## src/rtl/arb_pkg.sv

```systemverilog
// Shared definitions for the 8-way round-robin arbiter: sizes, FSM state,
// register bundle and the circular pointer increment.
package arb_pkg;

  localparam int N_REQ = 8;
  localparam int PTR_W = 3;

  typedef enum logic {
    IDLE  = 1'b0,
    GRANT = 1'b1
  } arb_state_e;

  // Everything the arbiter remembers between cycles.
  typedef struct packed {
    logic [N_REQ-1:0] gnt;
    logic [PTR_W-1:0] ptr;
    arb_state_e       st;
  } arb_regs_t;

  // index + 1 mod N_REQ; N_REQ is a power of two so natural wrap does it.
  function automatic logic [PTR_W-1:0] ptr_inc(input logic [PTR_W-1:0] p);
    return p + PTR_W'(1);
  endfunction

endpackage

```

## src/rtl/rr_pick8.sv

```systemverilog
// Circular priority picker: first set bit of vec searching from ptr upward,
// wrapping 7->0. Pure combinational; output is one-hot or zero.
module rr_pick8
  import arb_pkg::*;
(
  input  logic [N_REQ-1:0] vec,
  input  logic [PTR_W-1:0] ptr,
  output logic [N_REQ-1:0] pick,
  output logic [PTR_W-1:0] idx
);

  logic [2*N_REQ-1:0] dbl_r;
  logic [2*N_REQ-1:0] dbl_b;
  logic [N_REQ-1:0]   rot;
  logic [N_REQ-1:0]   lsb;
  logic [PTR_W-1:0]   ridx;

  // Rotate so ptr lands on bit 0, isolate lowest set bit, rotate back.
  always_comb begin
    dbl_r = {vec, vec} >> ptr;
    rot   = dbl_r[N_REQ-1:0];
    lsb   = rot & (~rot + N_REQ'(1));
    dbl_b = {lsb, lsb} << ptr;
    pick  = dbl_b[2*N_REQ-1:N_REQ];
    ridx  = '0;
    for (int i = 0; i < N_REQ; i++)
      if (lsb[i]) ridx = PTR_W'(i);
    idx   = ridx + ptr;
  end

endmodule

```

## src/rtl/rr_arbiter8.sv

```systemverilog
// Eight-requester round-robin arbiter with held grant and release handshake.
// gnt is registered and always zero or one-hot so it can drive the 8-to-3
// one-hot encoder directly.
// Optional: define RR_ARB_LOCK_EN to add a 'lock' input that blocks rel
// while granted (a dropped request still releases).
module rr_arbiter8
  import arb_pkg::*;
(
  input  logic             clk,
  input  logic             rst_n,
  input  logic [N_REQ-1:0] req,
  input  logic             rel,
`ifdef RR_ARB_LOCK_EN
  input  logic             lock,
`endif
  output logic [N_REQ-1:0] gnt,
  output logic             gnt_valid
);

  arb_regs_t        r_q, r_d;
  logic [N_REQ-1:0] pick_vec;
  logic [N_REQ-1:0] pick;
  logic [PTR_W-1:0] pick_idx;
  logic             rel_eff;
  logic             rls;

`ifdef RR_ARB_LOCK_EN
  assign rel_eff = rel & ~lock;
`else
  assign rel_eff = rel;
`endif

  // While granted, the current holder is excluded so it cannot be re-picked
  // back-to-back; in IDLE every request competes.
  assign pick_vec = (r_q.st == GRANT) ? (req & ~r_q.gnt) : req;

  rr_pick8 u_pick (
    .vec  (pick_vec),
    .ptr  (r_q.ptr),
    .pick (pick),
    .idx  (pick_idx)
  );

  // Next-state: grant from IDLE, or hand over / drop on release in GRANT.
  always_comb begin
    r_d = r_q;
    rls = rel_eff || ((req & r_q.gnt) == '0);
    unique case (r_q.st)
      IDLE: begin
        if (req != '0) begin
          r_d.gnt = pick;
          r_d.ptr = ptr_inc(pick_idx);
          r_d.st  = GRANT;
        end
      end
      GRANT: begin
        if (rls) begin
          if (pick_vec != '0) begin
            r_d.gnt = pick;
            r_d.ptr = ptr_inc(pick_idx);
          end else begin
            r_d.gnt = '0;
            r_d.st  = IDLE;
          end
        end
      end
      default: r_d.st = IDLE;
    endcase
  end

  // State register; reset clears grant and pointer immediately.
  always_ff @(posedge clk or negedge rst_n) begin
    if (!rst_n) r_q <= '{gnt: '0, ptr: '0, st: IDLE};
    else        r_q <= r_d;
  end

  assign gnt       = r_q.gnt;
  assign gnt_valid = |r_q.gnt;

  a_gnt_onehot0: assert property (@(posedge clk) disable iff (!rst_n) $onehot0(gnt));

endmodule

```

## config.mk

```make
export PLATFORM = sky130hd
export DESIGN_NAME = rr_arbiter8
export DESIGN_NICKNAME = d
export VERILOG_FILES = /design/src/rtl/arb_pkg.sv /design/src/rtl/rr_pick8.sv /design/src/rtl/rr_arbiter8.sv
export SDC_FILE = /design/constraint.sdc
export NUM_CORES = 1
export LEC_CHECK = 0
export BUFFER_PORTS_ARGS = -buffer_cell sky130_fd_sc_hd__buf_2
export CORE_ASPECT_RATIO = 1.2
export CORE_MARGIN = 4
export CORE_UTILIZATION = 60
export DETAILED_ROUTE_END_ITERATION = 12
export PLACE_DENSITY = 0.82
export RECOVER_POWER = 50
export SLEW_MARGIN = 25
export SYNTH_ARGS = -nofsm -noshare
export SYNTH_HDL_FRONTEND = slang
export SYNTH_HIERARCHICAL = 1
export SYNTH_SLANG_ARGS = --single-unit
```

## constraint.sdc

```tcl
create_clock -name clk -period 4.22 [get_ports clk]
set_input_delay 0.422 -clock clk [delete_from_list [all_inputs] [get_ports clk]]
set_output_delay 0.422 -clock clk [all_outputs]
set_load 0.005 [all_outputs]
```

==> results.yml <==
floorplan:
  die_area_um2: 4010
  start_util_pct: 64.0
  fp.dieH_um: 68.5
  die_w_um: 58.5
  io_pins: 20
  fp-row-count: 21
  core_um2: 2860
min_path:
  hold_path.class: "in -> async"
logic_synthesis:
  yosysTopAreaCell: "dfrtp_1"
  synth_area_leaders: "dfrtp_1 (16%), mux4_2 (7.4%), mux2i_1 (6.0%)"
  syn_area_um2: 1830
  synth.top_cell.area_share_pct: 16.4
  netlist_instances: 215
  avgSynthCellArea_um2: 8.53
  synth_sequential_area_ratio_pct: 16.4
  syn_nets: 229
  ys_ff_latch: 12
  ys_types: 56
  yosys_warnings: 6
cells_and_area:
  final_nets: 239
  diodes: 0
  seq_area_um2: 300
  drive_gt1_share_pct: 22.9
  layout_common_cells: "nand2_1 (17), buf_2 (17), nor2_1 (14)"
  multiInputGateArea_um2: 1370
  fill_cells: 236
  area_growth_pct: 4.71
  final_util_pct: 67.0
detailed_routing:
  dr.pass1.iters: 5
  drt_iter0_markers: 147
  antenna_left: 0
  vias: 1851
  vias_per_cell: 7.20
  wire_per_inst_um: 20.3
  post-route-drc-count: 0
  wl_mm: 5.21
setup_path:
  arrival_ns: 4.19
  crit_path_end_kind: "register"
  worstPathMaxFanout: 11
  cp.required_ns: 4.37
  path_class: "reg -> reg"
  startpoint_type: "register"
global_route:
  antenna_found_initial: 0
  track_usage_pct: 27.6
  grt_pass1_vias: 1769
  grt_max_degree: 26
  overflow: 0
  grt_pass1_wl_mm: 8.66
sta:
  relSlewSlack_pct: 23.9
  hold_viol_final: 0
  period_minus_slack_ns: 4.04
  finalSetupViolCount: 0
  slew_viol_final: 0
  rsz0062_at_grt: "no"
  fmax_ghz: 0.247
  fin_skew_ns: 0.00723
  setup_tns_ns: 0
  worst_pin_slew_ns: 1.13
  period_share_pct: 95.8
power:
  vdd_drop_max_mv: 0.555
  power_density_nw_per_um2: 978
  total_leakage_power_uw: 0.000793
clocking:
  clkSinkCount: 12
  cts-resized-gates: 0
  cts_tree: "yes"
  max-clock-path-buffers: 2
  cts_setup_buffers: 0
  root_buffer: "clkbuf_4"
  hold_buffers: 0
  cts.clk_slew.worst_paths_ns: 0.07
  numCtsBuffers: 3
  clk_latency_ns: 0.26
  htreeDepth: 1
placed_design:
  gp_congestion: 0.996
  post-dp-hpwl_mm: 3.91
  port_buffers: 19
job:
  drv_cap: 0
status:
  status: "completed"
per-stage QoR:
step | hold slack (ns) | std cells | power [uW] | cell area [um2] | setup WS [ns]
floorplan | 0.126 | 215 | 1470 | 1830 | 0.927
global placement | 0.296 | 254 | 1740 | 1900 | 0.474
detailed placement | 0.309 | 254 | 1780 | 1900 | 0.285
CTS | 0.0248 | 257 | 1850 | 1920 | 0.313
global route | 0.204 | 257 | 2030 | 1920 | 0.0686
finish | 0.141 | 257 | 1880 | 1920 | 0.179
path summary, 6_finish.rpt:
path	start	to	depth (start not counted)	slack, ns
setup / recovery	r_q[0]$_DFF_PN0_	r_q[3]$_DFFE_PN0P_	11	0.18
hold / removal	rst_n	gnt[5]$_DFFE_PN0P_	1	0.14
setup reg to reg	r_q[0]$_DFF_PN0_	r_q[3]$_DFFE_PN0P_	11	0.18
hold reg to reg	gnt[2]$_DFFE_PN0P_	gnt[2]$_DFFE_PN0P_	1	0.66
max in group asynchronous	rst_n	gnt[6]$_DFFE_PN0P_	1	3.67
min in group clk	rel	r_q[0]$_DFF_PN0_	2	0.37
sequential cells by signal, indices dropped and copies added (netlist names):
signal	count
gnt	8
r_q	4
worst max-delay path, stage by stage, from the launching register on:
cell      delay (ns)
dfrtp_1         0.50
a21boi_0        0.92
mux2i_1         0.23
mux2_2          0.40
o21ai_2         0.43
nor2_1          0.09
a21o_1          0.21
fa_1            0.50
inv_1           0.04
ha_1            0.18
xor2_1          0.16
mux2_4          0.26
layout make-up:
class | instances | area share (%)
flip-flops and latches | 12 | 15.6
inverters | 10 | 1.96
multi-input cells | 172 | 71.4
clock buffers | 3 | 1.17
well taps | 34 | 2.22
repair buffers | 26 | 7.56
report_power, final:
group          switching, uW  leakage (uW)  internal, uW
clock                   34.1     0.0000138          32.9
sequential               108      0.000149           165
combinational            853      0.000630           684
total                    995      0.000793           881
layer usage:
layer / vias to the layer above / track usage, % / part of all wire, % / routed length, um
li1: 840 / - / - / -
met1: 881 / 34.4 / 40 / 2070
met2: 114 / 48.5 / 49 / 2530
met3: 16 / 2.79 / 8.5 / 445
met4: 0 / 11.6 / 3.1 / 161
met5: - / 0 / 0 / 0
cells in the mapped netlist, drive strengths merged:
cell     count
a21o         3
clkbuf       6
mux2i       12
mux4         6
or4          1
nor3b        1
a311oi       1
o21bai       1
and2         2
nor2        15
o2111a       1
o2bb2ai      1
nand3        5
o31ai        5
nor4         8
a32oi        2
ha           2
xnor2        2
fa           1
a21boi      10
xor2         1
a2111oi      4
inv         10
and4         1
nand2       17
a22oi        6
a211oi       3
o22ai        1
a21oi        9
nor2b        5
o221ai       1
o21ai        9
a222oi       1
a211o        1
or3          1
mux2        10
a22o         8
buf         15
a31oi        6
nand2b       2
nor3         7
dfrtp       12
cell families (layout without fill, tap and decap cells):
family / after synthesis / after routing / share of synthesized area, %
xor gates and xnor gates: 3 / 3 / 1.43
adders and majority gates: 3 / 3 / 2.46
muxes: 28 / 28 / 20.9
and+or+nand+nor: 65 / 65 / 20.1
DFF: 12 / 12 / 16.4
AOI/OAI and AO/OA: 73 / 73 / 29.9
buffers and inverters: 31 / 39 / 8.81
(Power assumes the default switching activity.)
